<file path="config.mk">
export PLATFORM = sky130hd
export DESIGN_NAME = trng_sim_entropy
export DESIGN_NICKNAME = d
export VERILOG_FILES = /design/src/rtl/trng_sim_entropy.sv
export SDC_FILE = /design/constraint.sdc
export NUM_CORES = 1
export LEC_CHECK = 0
export ABC_CLOCK_PERIOD_IN_PS = 7200
export BUFFER_PORTS_ARGS = -buffer_cell sky130_fd_sc_hd__buf_4
export CAP_MARGIN = 30
export CORE_ASPECT_RATIO = 0.5
export CORE_MARGIN = 2
export CORE_UTILIZATION = 40
export CTS_BUF_LIST = sky130_fd_sc_hd__clkbuf_16
export DETAILED_ROUTE_END_ITERATION = 10
export PLACE_DENSITY = 0.66
export SYNTH_ARGS = -nofsm -noshare
export SYNTH_HDL_FRONTEND = slang
export SYNTH_SLANG_ARGS = --single-unit
</file>
<file path="constraint.sdc">
create_clock -name clk -period 7.2 [get_ports clk]
set_input_delay 1.08 -clock clk [delete_from_list [all_inputs] [get_ports clk]]
set_output_delay 1.08 -clock clk [all_outputs]
set_load 0.02 [all_outputs]
</file>
<file path="src/rtl/trng_sim_entropy.sv">
// trng_sim_entropy: simulation-only programmable entropy source (pattern / LFSR / counter words)
// delivered over the valid/ack handshake, with a repetition detector driving security_error.
module trng_sim_entropy #(
  parameter int unsigned DATA_WIDTH      = 32,
  parameter logic [15:0] RATE_DEFAULT    = 16'h0004,
  parameter logic [31:0] PATTERN_DEFAULT = 32'haa55aa55,
  parameter int unsigned REP_LIMIT       = 4
) (
  input  logic                  clk,
  input  logic                  reset,
  input  logic                  cs,
  input  logic                  we,
  input  logic [7:0]            address,
  input  logic [31:0]           write_data,
  output logic [31:0]           read_data,
  output logic                  error,
  input  logic                  test_mode,
  output logic                  security_error,
  output logic                  entropy_enabled,
  output logic [DATA_WIDTH-1:0] entropy_data,
  output logic                  entropy_valid,
  input  logic                  entropy_ack,
  output logic [7:0]            debug,
  input  logic                  debug_update
);

  localparam int unsigned       NUM_CHUNKS  = DATA_WIDTH / 32;
  localparam int unsigned       CIDX_W      = (NUM_CHUNKS > 1) ? $clog2(NUM_CHUNKS) : 1;
  localparam logic [CIDX_W-1:0] LAST_CHUNK  = CIDX_W'(NUM_CHUNKS - 1);
  localparam logic [3:0]        REP_LIMIT_V = 4'(REP_LIMIT);

  localparam logic [7:0] ADDR_CTRL    = 8'h08;
  localparam logic [7:0] ADDR_STATUS  = 8'h09;
  localparam logic [7:0] ADDR_RATE    = 8'h0a;
  localparam logic [7:0] ADDR_SEED    = 8'h0b;
  localparam logic [7:0] ADDR_PATTERN = 8'h0c;
  localparam logic [7:0] ADDR_WORDCNT = 8'h0d;

  localparam logic [1:0] MODE_PATTERN = 2'd0;
  localparam logic [1:0] MODE_COUNTER = 2'd2;

  typedef enum logic [1:0] {
    ST_IDLE    = 2'd0,
    ST_WAIT    = 2'd1,
    ST_COLLECT = 2'd2,
    ST_VALID   = 2'd3
  } state_t;

  // Galois step for x^32+x^22+x^2+x+1
  function automatic logic [31:0] lfsr_step(input logic [31:0] s);
    lfsr_step = {s[30:0], 1'b0} ^ (s[31] ? 32'h00400007 : 32'h00000000);
  endfunction

  state_t                state_r;
  state_t                state_nxt_s;
  logic                  ctrl_enable_r;
  logic [1:0]            ctrl_mode_r;
  logic [15:0]           rate_r;
  logic [31:0]           pattern_r;
  logic [31:0]           lfsr_r;
  logic [31:0]           counter_r;
  logic [31:0]           wordcnt_r;
  logic [15:0]           timer_r;
  logic [CIDX_W-1:0]     chunk_idx_r;
  logic [DATA_WIDTH-1:0] data_r;
  logic [DATA_WIDTH-1:0] prev_r;
  logic                  have_prev_r;
  logic [3:0]            rep_r;
  logic                  sec_err_r;
  logic [7:0]            last_byte_r;
  logic [7:0]            debug_r;

  logic                  wr_s;
  logic                  ctrl_wr_s;
  logic                  status_clr_s;
  logic                  rate_wr_s;
  logic                  seed_wr_s;
  logic                  pattern_wr_s;
  logic [31:0]           lfsr_step_s;
  logic [31:0]           chunk_s;
  logic [DATA_WIDTH-1:0] word_s;
  logic [3:0]            rep_nxt_s;
  logic                  valid_s;
  logic                  collect_s;
  logic                  last_chunk_s;
  logic                  complete_s;
  logic                  ack_s;
  logic                  load_timer_s;
  logic [31:0]           rd_mux_s;
  logic                  addr_ok_s;

  // Register write decode
  always_comb begin
    wr_s         = cs && we;
    ctrl_wr_s    = wr_s && (address == ADDR_CTRL);
    status_clr_s = wr_s && (address == ADDR_STATUS) && write_data[1];
    rate_wr_s    = wr_s && (address == ADDR_RATE);
    seed_wr_s    = wr_s && (address == ADDR_SEED);
    pattern_wr_s = wr_s && (address == ADDR_PATTERN);
  end

  // Configuration registers
  always_ff @(posedge clk) begin
    if (reset) begin
      ctrl_enable_r <= 1'b1;
      ctrl_mode_r   <= 2'd1;
      rate_r        <= RATE_DEFAULT;
      pattern_r     <= PATTERN_DEFAULT;
    end else begin
      if (ctrl_wr_s) begin
        ctrl_enable_r <= write_data[0];
        ctrl_mode_r   <= write_data[2:1];
      end
      if (rate_wr_s) begin
        rate_r <= write_data[15:0];
      end
      if (pattern_wr_s) begin
        pattern_r <= write_data;
      end
    end
  end

  // FSM state register
  always_ff @(posedge clk) begin
    if (reset) begin
      state_r <= ST_IDLE;
    end else begin
      state_r <= state_nxt_s;
    end
  end

  // FSM next-state logic; a cleared enable always falls back to IDLE
  always_comb begin
    state_nxt_s = state_r;
    if (!ctrl_enable_r) begin
      state_nxt_s = ST_IDLE;
    end else begin
      case (state_r)
        ST_IDLE: state_nxt_s = ST_WAIT;
        ST_WAIT: begin
          if (timer_r == 16'h0000) state_nxt_s = ST_COLLECT;
          else                     state_nxt_s = ST_WAIT;
        end
        ST_COLLECT: begin
          if (last_chunk_s) state_nxt_s = ST_VALID;
          else              state_nxt_s = ST_COLLECT;
        end
        ST_VALID: begin
          if (entropy_ack) state_nxt_s = ST_WAIT;
          else             state_nxt_s = ST_VALID;
        end
        default: state_nxt_s = ST_IDLE;
      endcase
    end
  end

  // FSM output decode
  always_comb begin
    valid_s      = (state_r == ST_VALID);
    collect_s    = (state_r == ST_COLLECT) && ctrl_enable_r;
    last_chunk_s = (chunk_idx_r == LAST_CHUNK);
    complete_s   = collect_s && last_chunk_s;
    ack_s        = valid_s && ctrl_enable_r && entropy_ack;
    load_timer_s = ctrl_enable_r && ((state_r == ST_IDLE) || ack_s);
  end

  // Chunk source selection; mode 3 behaves as LFSR
  always_comb begin
    lfsr_step_s = lfsr_step(lfsr_r);
    case (ctrl_mode_r)
      MODE_PATTERN: chunk_s = pattern_r;
      MODE_COUNTER: chunk_s = counter_r;
      default:      chunk_s = lfsr_step_s;
    endcase
  end

  // Inter-word idle timer
  always_ff @(posedge clk) begin
    if (reset) begin
      timer_r <= 16'h0000;
    end else if (load_timer_s) begin
      timer_r <= rate_r;
    end else if ((state_r == ST_WAIT) && (timer_r != 16'h0000)) begin
      timer_r <= timer_r - 16'h0001;
    end else begin
      timer_r <= timer_r;
    end
  end

  // Generator state; a SEED write overrides the same-cycle LFSR step
  always_ff @(posedge clk) begin
    if (reset) begin
      lfsr_r    <= 32'h00000001;
      counter_r <= 32'h00000000;
    end else begin
      if (seed_wr_s) begin
        lfsr_r <= (write_data == 32'h00000000) ? 32'h00000001 : write_data;
      end else if (collect_s && (ctrl_mode_r != MODE_PATTERN) && (ctrl_mode_r != MODE_COUNTER)) begin
        lfsr_r <= lfsr_step_s;
      end
      if (collect_s && (ctrl_mode_r == MODE_COUNTER)) begin
        counter_r <= counter_r + 32'h00000001;
      end
    end
  end

  // Word assembly, least significant chunk first; leaving COLLECT restarts at chunk 0
  always_ff @(posedge clk) begin
    if (reset) begin
      chunk_idx_r <= {CIDX_W{1'b0}};
      data_r      <= {DATA_WIDTH{1'b0}};
    end else if (collect_s) begin
      chunk_idx_r <= last_chunk_s ? {CIDX_W{1'b0}} : chunk_idx_r + CIDX_W'(1);
      for (int k = 0; k < int'(NUM_CHUNKS); k++) begin
        if (chunk_idx_r == CIDX_W'(k)) data_r[32*k +: 32] <= chunk_s;
      end
    end else begin
      chunk_idx_r <= {CIDX_W{1'b0}};
    end
  end

  // Completed word and next repetition count
  always_comb begin
    word_s = data_r;
    word_s[DATA_WIDTH-32 +: 32] = chunk_s;
    if (have_prev_r && (word_s == prev_r)) begin
      if (rep_r == 4'hf) rep_nxt_s = 4'hf;
      else               rep_nxt_s = rep_r + 4'h1;
    end else begin
      rep_nxt_s = 4'h1;
    end
  end

  // Repetition detector; a same-cycle detection beats the STATUS clear
  always_ff @(posedge clk) begin
    if (reset) begin
      prev_r      <= {DATA_WIDTH{1'b0}};
      have_prev_r <= 1'b0;
      rep_r       <= 4'h0;
      sec_err_r   <= 1'b0;
    end else begin
      if (complete_s) begin
        prev_r      <= word_s;
        have_prev_r <= 1'b1;
        rep_r       <= rep_nxt_s;
      end else if (status_clr_s) begin
        rep_r <= 4'h0;
      end
      if (complete_s && !test_mode && (rep_nxt_s >= REP_LIMIT_V)) begin
        sec_err_r <= 1'b1;
      end else if (status_clr_s) begin
        sec_err_r <= 1'b0;
      end
    end
  end

  // Acked-word counter and debug latch
  always_ff @(posedge clk) begin
    if (reset) begin
      wordcnt_r   <= 32'h00000000;
      last_byte_r <= 8'h00;
      debug_r     <= 8'h00;
    end else begin
      if (ack_s) begin
        wordcnt_r   <= wordcnt_r + 32'h00000001;
        last_byte_r <= data_r[7:0];
      end
      if (debug_update) begin
        debug_r <= ack_s ? data_r[7:0] : last_byte_r;
      end
    end
  end

  // Register read mux and access error
  always_comb begin
    rd_mux_s  = 32'h00000000;
    addr_ok_s = 1'b1;
    case (address)
      ADDR_CTRL:    rd_mux_s = {29'h0, ctrl_mode_r, ctrl_enable_r};
      ADDR_STATUS:  rd_mux_s = {30'h0, sec_err_r, valid_s};
      ADDR_RATE:    rd_mux_s = {16'h0000, rate_r};
      ADDR_SEED:    rd_mux_s = lfsr_r;
      ADDR_PATTERN: rd_mux_s = pattern_r;
      ADDR_WORDCNT: rd_mux_s = wordcnt_r;
      default:      addr_ok_s = 1'b0;
    endcase
    if (cs && !we) read_data = rd_mux_s;
    else           read_data = 32'h00000000;
    error = cs && (!addr_ok_s || (we && (address == ADDR_WORDCNT)));
  end

  assign security_error  = sec_err_r;
  assign entropy_enabled = ctrl_enable_r;
  assign entropy_data    = data_r;
  assign entropy_valid   = valid_s;
  assign debug           = debug_r;

endmodule

</file>
# --- Yosys cells after proc, flatten, opt, wreduce, memory -nomap -nowiden ---
# Cells that the tools add are included.
word_totals:
  ff_bits: 252
  in_bits: 47
  elab_cells: 102
  output_inout_bits: 76
classes:
  magnitude_cmp: 1
  n_eq_ne: 13
  n_reduce_logical: 41
  add_sub_neg: 5
  mux: 21
  bitwise_logic: 4
op_table:
  columns: ["cell", "n"]
  rows:
  - ["32-bit case mux with 6 select lines", 1]
  - ["32-bit 2-to-1 mux", 4]
  - ["32-bit by 1-bit adder with 32-bit output (second input constant)", 2]
  - ["32-bit case mux with 2 select lines", 1]
  - ["8-bit by 4-bit == test with 1-bit output (second input constant)", 6]
  - ["32-bit == test", 1]
  - ["32-bit logical NOT", 1]
  - ["16-bit 2-to-1 mux", 2]
  - ["32-bit by 23-bit XOR with 32-bit output", 1]
  - ["23-bit 2-to-1 mux", 1]
  - ["1-bit logical AND", 22]
  - ["16-bit logical NOT", 1]
  - ["4-bit 2-to-1 mux", 4]
  - ["16-bit nonzero test", 1]
  - ["16-bit by 1-bit subtractor with 16-bit output (second input constant)", 1]
  - ["2-bit nonzero test", 5]
  - ["8-bit 2-to-1 mux", 1]
  - ["2-bit case mux with 4 select lines", 1]
  - ["2-bit == test (second input constant)", 3]
  - ["6-bit OR reduction", 1]
  - ["4-bit by 1-bit adder with 4-bit output (second input constant)", 1]
  - ["4-bit == test (second input constant)", 1]
  - ["4-bit by 3-bit greater-or-equal comparator with 1-bit output (second input constant)", 1]
  - ["2-bit logical NOT", 2]
  - ["11 further kinds", 20]

# --- Depth between registers and ports, before layout ---
# Gate-level depths: netlist of the first run.
depth:
  depth_word: 9
  mapped_depth: 10
  ltp_nobuf: 9

# --- Least setup slack after synthesis of the first run ---
# No wires, ideal clock.
synth_path:
  kind: "input-to-output"
  startpoint: "input port address[0]"
  endpoint: "output port read_data[1]"
  path_stages: 7
  required_ns: 6.120
  t_arrival_ns: 2.824
  path_slack_ns: 3.296
  n_path_buf: 3
  path_cell_list: "clkbuf_1 -> buf_1 -> buf_1 -> nand3b_1 -> o21ai_0 -> a22oi_1 -> a31oi_1"
synth_between:
  elab_chain_cells: 3
  elab_cells_between_ends: 8
  classes_between: "eq/ne (6); mux (2)"
synth_lines:
  columns: ["item", "line", "source"]
  rows:
  - ["from (decl)", "13", "input logic [7:0] address,"]
  - ["8-bit by 4-bit == test with 1-bit output", "278", "case (address)"]
  - ["32-bit case mux with 6 select lines (*)", "278", null]
  - ["32-bit 2-to-1 mux (*)", "287", "if (cs && !we) read_data = rd_mux_s;"]
  - ["to (decl)", "15", "output logic [31:0] read_data,"]
# Every way passes the cells marked *; elsewhere a longest branch is shown, timed or not.

# --- Worst setup path after layout of the first run ---
layout_path:
  startpoint: "input port address[5]"
  endpoint: "output port read_data[2]"
# Same word-level chain as after synthesis.

==> results.cfg, run 1 <==
[logic_synthesis]
synth_area_per_cell_um2 = 7.95
async_flop_share_pct = 0
ys.flop_type = dfxtp_1
syn_area_um2 = 11300
synth_edf_count = 0
yosys.cell_types.count = 70
syn-num-nets = 1470
synth_sequential_area_ratio_pct = 39.1
ys_ff_latch = 220
netlist_instances = 1419
synth.yosys.warnings = 0

[placed_design]
portBuffers = 122
place.gp.congestion = 0.897
dp_hpwl_um = 27200
place_ws_ns = 2.97
place_inst = 1848
place_area_um2 = 12500

[global_route]
grt_pass1_vias = 9984
grt_pass1_wl_um = 57400
antenna_found_initial = 1
grt_util_all_layers_pct = 25.0
grt_max_degree = 118
grt-ovfl-total = 0

[setup_path]
start_kind = input port
path_buf_inv = 2
crit_arrival_ns = 3.15
crit_required_ns = 6.12
cpPeakStageDelay_ns = 0.46
cp-end-kind = primary output
path_cells = buf_4 > nor4_1 > nand2_1 > or3_1 > or3b_2 > a31oi_1 > buf_4
worst_path_most_repeated_cell = buf_4
ff2ff_path_depth = 8
path_depth = 7
cp_top_family = simple AND/OR/NAND/NOR gates
slowest_stage = or3b_2
critical_path_class = input port to primary output
crit_fanout = 7

[sta]
tightest_slew_ns = 0.963
whs_ns = 0.470
slew_headroom_pct = 35.2
setup_tns_ns = 0
period_share_pct = 58.8
rsz0062_at_grt = false
period_minus_slack_ns = 4.23
slew_viol_final = 0
worst_clock_skew_ns = 0.0115
fin_ws_ns = 2.97
fmax_mhz = 236
hold_violations = 0
setup_viol = 0

[hold_path]
hp-class = flop to flop
min_path_cells = 1

[floorplan]
fp.dieW_um = 241
io_pins = 123
initial_core_util_pct = 40.7
dieArea_um2 = 29600
rows = 43
core-area_um2 = 27700
die_h_um = 123

[finish]
final_cell_count_no_fill = 1889
n_antenna_cell = 0
area_delta_synth_final_pct = 17.7
fill_cells = 2705
final_area_um2 = 13300
fin_nets = 1543
drive_gt1_share_pct = 13.9

[clock_tree]
post_cts_buffers = 0
cts_tree = built
clock_latency_ns = 0.52
clock-root-buffer = clkbuf_16
clk_pin_slew_worst_paths_ns = 0.06
clock_sink_count = 220
cts.repair.resized = 0
htreeDepth = 1
cts_buffers = 23
clockBufferDepth = 3
hold_buffers = 0

[route]
routed_wl_um = 37700
drt_iter0_drc = 1162
routedWlPerCell_um = 19.9
vias = 10900
drt-pass1-iter-count = 6
drcViolationCount = 0
final_antenna_net_count = 0
viasPerCell = 5.76

[run]
drv_cap = 0

[power]
vdd_drop_max_mv = 0.138
power.density_nw_per_um2 = 243
leakagePower_nw = 5.02

[run_status]
outcome = complete, no violations
==> cells by family (layout without fill, tap and decap cells) <==
logic type,count (synthesis),in the layout,synth area share (%)
AND/OR/NAND/NOR,592,592,23.7
XOR/XNOR,63,63,4.96
AO/OA/AOI/OAI,302,302,17.0
adder cells (fa/ha/maj),4,4,0.444
other,1,1,0.0333
flip-flops,220,220,39.1
buffers and inverters,124,212,4.39
multiplexers,113,113,10.5
==> worst register-to-register path, stage by stage (launching register included) <==
cell      delay (ns)
dfxtp_2         0.32
buf_4           0.47
mux2i_1         0.18
o21ai_0         0.77
xor2_1          0.15
nor4_1          0.75
nand3_1         0.30
or4_1           0.56
a211oi_2        0.21
==> flip-flops by register name, indices dropped and copies added (netlist names), 2 cells and up <==
| name | flops |
|---|---|
| last_byte_r | 8 |
| rate_r | 16 |
| timer_r | 16 |
| ctrl_mode_r | 2 |
| pattern_r | 32 |
| entropy_data | 32 |
| rep_r | 4 |
| counter_r | 32 |
| wordcnt_r | 32 |
| lfsr_r | 32 |
| debug | 8 |
| state_r | 2 |
==> layout make-up <==
type                    instances  area [um2]  area share (%)
well taps                     382         478            3.60
inverters                      34         128           0.961
clock inverters                17         208            1.56
multi-input cells            1075        6410            48.3
repair buffers                138        1070            8.08
flip-flops and latches        220        4410            33.2
clock buffers                  23         576            4.34
==> Yosys cell counts (all sizes together), types with 5 or more instances <==
master     n  area (um2)
a211oi    45         343
a21oi    124         621
a221oi    16         140
a31oi      6        37.5
and2       8        50.1
and3      17         106
and4       7        61.3
buf       20         105
clkbuf    70         263
dfxtp    220        4400
inv       33         124
mux2      19         225
mux2i     94         953
nand2    191         717
nand2b    10        62.6
nand3     41         205
nand4     16         106
nor2     216         811
nor2b      9        56.3
nor3      18        90.1
nor4      20         125
o2111ai    5        50.0
o211ai    17         138
o21ai     44         220
o22ai     16         100
or3       23         144
xnor2     30         270
xor2      33         289
==> metal layers <==
metal	track usage [%]	wire [um]	vias to the layer above	part of all wire [%]
met3	5.38	2840	57	7.6
met1	35.0	17200	5245	46
met5	0	0	-	0
met2	39.2	16800	451	45
met4	6.64	830	0	2.2
li1	-	-	5136	-
==> where the power goes <==
part / switching, W / leakage, nW / internal (W)
Combinational: 0.000397 / 2.85 / 0.000224
Sequential: 0.0000662 / 1.78 / 0.00127
Clock: 0.000506 / 0.398 / 0.000759
Total: 0.000969 / 5.02 / 0.00226
==> stage by stage <==
step,utilization [%],total power [W]
global placement,44.9,0.00194
finish,47.9,0.00322
floorplan,-,0.00178
global route,47.9,0.00336
detailed placement,45.1,0.00197
CTS,47.9,0.00323
==> path summary, 6_finish.rpt <==
| check | from | to | slack (ns) |
|---|---|---|---|
| max | address[5] | read_data[2] | 2.97 |
| min | chunk_idx_r | state_r[0] | 0.47 |
| max reg2reg | ctrl_mode_r[1] | rep_r[3] | 3.42 |
| min reg2reg | chunk_idx_r | state_r[0] | 0.47 |
==> cells in the final DEF (no fill, tap or decap), types with 9 or more instances in the layout <==
cell	n
xnor2_1	29
o21ai_0	42
o22ai_1	16
and3_1	17
a221oi_1	16
a21oi_1	124
nand4_1	15
nand3_1	39
or3_1	23
mux2i_1	93
nor4_1	20
nand2_1	191
inv_1	36
o211ai_1	15
clkbuf_16	23
dfxtp_1	219
buf_4	134
xor2_1	33
nor2_1	216
nor2b_1	9
nor3_1	17
a211oi_1	44
nand2b_1	10
mux2_2	14
No activity file was read; power rests on OpenSTA's default activity.
==> run 2, diff against run 1 <==
--- a/config.mk
+++ b/config.mk
@@ -5,7 +5,7 @@
 export SDC_FILE = /design/constraint.sdc
 export NUM_CORES = 1
 export LEC_CHECK = 0
-export ABC_CLOCK_PERIOD_IN_PS = 7200
+export ABC_CLOCK_PERIOD_IN_PS = 3850
 export BUFFER_PORTS_ARGS = -buffer_cell sky130_fd_sc_hd__buf_4
 export CAP_MARGIN = 30
 export CORE_ASPECT_RATIO = 0.5
@@ -13,7 +13,7 @@
 export CORE_UTILIZATION = 40
 export CTS_BUF_LIST = sky130_fd_sc_hd__clkbuf_16
 export DETAILED_ROUTE_END_ITERATION = 10
-export PLACE_DENSITY = 0.66
+export PLACE_DENSITY = 0.68
 export SYNTH_ARGS = -nofsm -noshare
 export SYNTH_HDL_FRONTEND = slang
 export SYNTH_SLANG_ARGS = --single-unit
==> constraint.sdc (replaced) <==
create_clock -name clk -period 3.85 [get_ports clk]
set_input_delay 0.5775 -clock clk [delete_from_list [all_inputs] [get_ports clk]]
set_output_delay 0.5775 -clock clk [all_outputs]
set_load 0.02 [all_outputs]
==> run 2 against run 1 <==
Compared with the run above: critical path depth did not move; highest routed layer unchanged; global-route usage is 0.93 points lower; total power rose by 78%; clock skew increased by 0.0041 ns; register-to-register slack got worse by 2.7 ns; critical endpoint unchanged; sequential share of layout area up 0.053 points; routed wire length decreased by 3.3%.
==> results.cfg, run 2 (synthesized netlist as in run 1, its figures left out) <==
[sta]
setup_viol = 0
worst_clock_skew_ns = 0.0156
rsz0062_at_grt = false
hold_violations = 0
fmax_mhz = 311
slew_headroom_pct = 38.6
slew_viol_final = 0
tightest_slew_ns = 0.921
period_minus_slack_ns = 3.22
setup_tns_ns = 0
period_share_pct = 83.6

[clock_tree]
cts.repair.resized = 0
htreeDepth = 1
clock-root-buffer = clkbuf_16
clock_latency_ns = 0.51
clk_pin_slew_worst_paths_ns = 0.06
hold_buffers = 0
clock_sink_count = 220
cts_tree = built
clockBufferDepth = 3
cts_buffers = 22
post_cts_buffers = 0

[hold_path]
hp-class = input port to flop

[finish]
drive_gt1_share_pct = 14.1
utilization_pct = 47.8
fin_nets = 1553
n_antenna_cell = 0
fill_cells = 2726
final_common_cell = dfxtp_1
final_cell_mix = 219 x dfxtp_1, 216 x nor2_1, 191 x nand2_1, 146 x buf_4, 124 x a21oi_1
area_delta_synth_final_pct = 17.5

[power]
power_frac_comb_pct = 19.6
vdd_drop_max_mv = 0.329
power_frac_seq_pct = 43.5
p_clk_share_pct = 36.9
power.share.switching_pct = 30.3
p_sw_w = 0.00174
power.density_nw_per_um2 = 433
leakagePower_nw = 5.03
intPower_w = 0.00400

[placed_design]
dp_hpwl_um = 26200
portBuffers = 122
place.gp.congestion = 0.919

[route]
routedWlPerCell_um = 19.2
drt_iter0_drc = 1082
drt-pass1-iter-count = 5
viasPerCell = 5.67
vias = 10800
drcViolationCount = 0
final_antenna_net_count = 0
routed_wl_um = 36400

[floorplan]
dieArea_um2 = 29600
initial_core_util_pct = 40.7
fp.dieW_um = 241
rows = 43
core-area_um2 = 27700
die_h_um = 123
io_pins = 123

[global_route]
grt_pass1_wl_um = 55600
grt_util_all_layers_pct = 24.1
antenna_found_initial = 0
grt-ovfl-total = 0
grt_max_degree = 80
grt_pass1_vias = 9683

[run]
drv_cap = 0

[run_status]
outcome = complete, no violations

[setup_path]
crit_required_ns = 3.27
start_kind = input port
crit_fanout = 7
cp-end-kind = primary output
crit_arrival_ns = 2.64
critical_path_class = input port to primary output
-- run 2: final timing paths --
path / from / to / slack (ns) / depth (start not counted)
setup reg to reg: ctrl_mode_r[1] / rep_r[3] / 0.77 / 8
hold reg to reg: chunk_idx_r / state_r[0] / 0.47 / 1
hold / removal: write_data[16] / pattern_r[16] / 0.31 / 3
setup / recovery: address[5] / read_data[2] / 0.63 / 7
-- run 2: worst max-delay path: stages --
cell,delay [ns]
buf_4,0.10
nor4_1,0.27
nand2_1,0.27
or3_1,0.44
or3b_2,0.46
a31oi_1,0.29
buf_4,0.20
-- run 2: through the flow --
step	instances	area (um2)	setup WS [ns]	total power [W]	hold WS (ns)
5_1_grt	1898	13300	0.512	0.00598	0.326
3_3_place_gp	1860	12600	0.674	0.00365	0.450
3_5_place_dp	1860	12600	0.661	0.00366	0.456
4_1_cts	1898	13300	0.655	0.00575	0.298
2_1_floorplan	1419	11300	0.951	0.00334	0.426
6_report	1898	13300	0.632	0.00574	0.311
-- run 2: power by group through the flow --
stage                     registers [W]  logic (W)  clock network [W]
after floorplan                 0.00252   0.000822                  0
after global placement          0.00255    0.00110                  0
after detailed placement        0.00255    0.00111                  0
after CTS                       0.00250    0.00111            0.00214
after global routing            0.00252    0.00124            0.00222
final                           0.00250    0.00113            0.00212
-- run 2: area by class of cell --
type	count	area, um2	area share [%]
inverter	34	128	0.963
sequential	220	4410	33.2
tap	382	478	3.61
clock inverter	15	109	0.821
multi-input combinational	1075	6410	48.4
clock buffer	23	576	4.34
timing repair buffer	149	1150	8.66
-- run 2: layer usage --
layer	track usage [%]	share of wire (%)	vias to the layer above	routed length, um
li1	-	-	5165	-
met1	34.7	47	5129	17200
met2	37.6	43	405	15800
met4	5.90	2.3	0	855
met5	0	0	-	0
met3	3.96	6.9	58	2530
==> run 3, diff against run 2 <==
--- a/config.mk
+++ b/config.mk
@@ -5,7 +5,7 @@
 export SDC_FILE = /design/constraint.sdc
 export NUM_CORES = 1
 export LEC_CHECK = 0
-export ABC_CLOCK_PERIOD_IN_PS = 3850
+export ABC_CLOCK_PERIOD_IN_PS = 3250
 export BUFFER_PORTS_ARGS = -buffer_cell sky130_fd_sc_hd__buf_4
 export CAP_MARGIN = 30
 export CORE_ASPECT_RATIO = 0.5
@@ -13,7 +13,7 @@
 export CORE_UTILIZATION = 40
 export CTS_BUF_LIST = sky130_fd_sc_hd__clkbuf_16
 export DETAILED_ROUTE_END_ITERATION = 10
-export PLACE_DENSITY = 0.68
+export PLACE_DENSITY = 0.66
 export SYNTH_ARGS = -nofsm -noshare
 export SYNTH_HDL_FRONTEND = slang
 export SYNTH_SLANG_ARGS = --single-unit
==> constraint.sdc (replaced) <==
create_clock -name clk -period 3.25 [get_ports clk]
set_input_delay 0.4875 -clock clk [delete_from_list [all_inputs] [get_ports clk]]
set_output_delay 0.4875 -clock clk [all_outputs]
set_load 0.02 [all_outputs]
==> run 3 against run 2 <==
Compared with the run above: worst setup slack lost 0.43 ns; critical endpoint is now rep_r[3]; global-route usage up 1.4 points; total power grew 17%; sequential share of layout area fell by 0.28 points; critical path type is now flop to flop; clock-buffer cell count unchanged; via count up 1.5%; worst hold slack worse by 0.10 ns; register-to-register slack got worse by 0.57 ns; combinational power grew 24%; sequential cell count unchanged; clock skew fell by 0.0041 ns; highest routed layer unchanged; die area stayed put.
==> results.cfg, run 3 (synthesized netlist as in run 1, its figures left out) <==
[sta]
slew_viol_final = 0
slew_headroom_pct = 30.6
hold_violations = 0
whs_ns = 0.210
worst_clock_skew_ns = 0.0115
fmax_mhz = 328
rsz0062_at_grt = false
tightest_slew_ns = 1.04
setup_tns_ns = 0
period_share_pct = 93.8
period_minus_slack_ns = 3.05
setup_viol = 0

[route]
drt-pass1-iter-count = 5
viasPerCell = 5.72
drcViolationCount = 0
routedWlPerCell_um = 20.1
vias = 10900
drt_iter0_drc = 1048
routed_wl_um = 38400
final_antenna_net_count = 0

[floorplan]
io_pins = 123
die_h_um = 123
dieArea_um2 = 29600
fp.dieW_um = 241
initial_core_util_pct = 40.7
rows = 43
core-area_um2 = 27700

[placed_design]
place.gp.congestion = 0.887
dp_hpwl_um = 28100
portBuffers = 122
place_area_um2 = 12700

[hold_path]
hp-class = input port to flop

[power]
power.share.switching_pct = 31.6
p_clk_share_pct = 35.2
power_frac_seq_pct = 44.1
power.density_nw_per_um2 = 504
intPower_w = 0.00461
p_sw_w = 0.00213
power_frac_comb_pct = 20.8
vdd_drop_max_mv = 0.332
leakagePower_nw = 5.08

[setup_path]
cp_top_family = simple AND/OR/NAND/NOR gates
start_kind = flop
crit_fanout = 18
slowest_stage = or4_1
cpPeakStageDelay_ns = 0.56
cp-end-kind = flop
path_buf_inv = 1
critical_path_class = flop to flop
rrSetupSlack_ns = 0.20
crit_arrival_ns = 3.48
crit_required_ns = 3.68
path_cells = buf_4 > mux2_2 > mux2i_1 > o22ai_1 > nor4_2 > nand4_1 > or4_1 > a211oi_2

[clock_tree]
htreeDepth = 1
clock_latency_ns = 0.52
cts_tree = built
clock-root-buffer = clkbuf_16
clockBufferDepth = 3
cts_buffers = 22
hold_buffers = 0
cts.repair.resized = 1
clk_pin_slew_worst_paths_ns = 0.06
clock_sink_count = 220
post_cts_buffers = 0

[finish]
final_cell_mix = 219 x dfxtp_1, 216 x nor2_1, 191 x nand2_1, 151 x buf_4, 124 x a21oi_1
fin_nets = 1564
drive_gt1_share_pct = 14.7
n_antenna_cell = 0
fill_cells = 2696
final_common_cell = dfxtp_1
final_area_um2 = 13400
area_delta_synth_final_pct = 18.6

[global_route]
grt_util_all_layers_pct = 25.5
grt_pass1_wl_um = 58700
grt-ovfl-total = 0
grt_max_degree = 192
grt_pass1_vias = 10300
antenna_found_initial = 0

[run]
drv_cap = 0

[run_status]
outcome = complete, no violations
-- run 3: cell type report --
class / count / area [um2] / share of cell area, %
Clock buffer: 23 / 576 / 4.30
Sequential cell: 220 / 4410 / 33.0
Inverter: 34 / 128 / 0.954
Multi-Input combinational cell: 1075 / 6410 / 48.0
Clock inverter: 14 / 57.6 / 0.430
Tap cell: 382 / 478 / 3.57
Timing Repair Buffer: 160 / 1310 / 9.81
-- run 3: routing by layer --
layer,global-route usage (%),up-vias,part of all wire [%]
li1,-,5180,-
met1,35.2,5276,46
met2,41.2,393,45
met3,4.18,71,6.1
met4,7.25,0,2.7
met5,0,-,0
-- run 3: worst paths after layout --
kind                   from             to  depth (start not counted)
min          write_data[18]  pattern_r[18]                          3
max reg2reg  ctrl_mode_r[1]       rep_r[3]                          8
min reg2reg     timer_r[13]    timer_r[13]                          2
max          ctrl_mode_r[1]       rep_r[3]                          8
-- run 3: power by group through the flow --
stage	Combinational (W)	Sequential, W	Clock [W]
finish	0.00140	0.00297	0.00237
global route	0.00153	0.00299	0.00250
CTS	0.00138	0.00296	0.00240
detailed placement	0.00137	0.00302	0
global placement	0.00133	0.00301	0
floorplan	0.000974	0.00298	0
-- run 3: worst register-to-register path, delay by kind of cell (launching register included) --
| family | cells | cell delay (ns) |
|---|---|---|
| simple gates | 3 | 1.20 |
| mux | 2 | 0.64 |
| flops | 1 | 0.52 |
| compound gates | 2 | 0.40 |
| buf+inv | 1 | 0.21 |
-- run 3: stage by stage --
stage                     power, W  utilization, %  worst slack, ns  instances
after CTS                  0.00675            48.2           0.0967       1908
after floorplan            0.00395               -            0.531       1419
after global routing       0.00702            48.3           0.0536       1908
after global placement     0.00434            45.8          -0.0382       1870
final                      0.00674            48.3            0.202       1908
after detailed placement   0.00439            45.9          -0.0374       1871
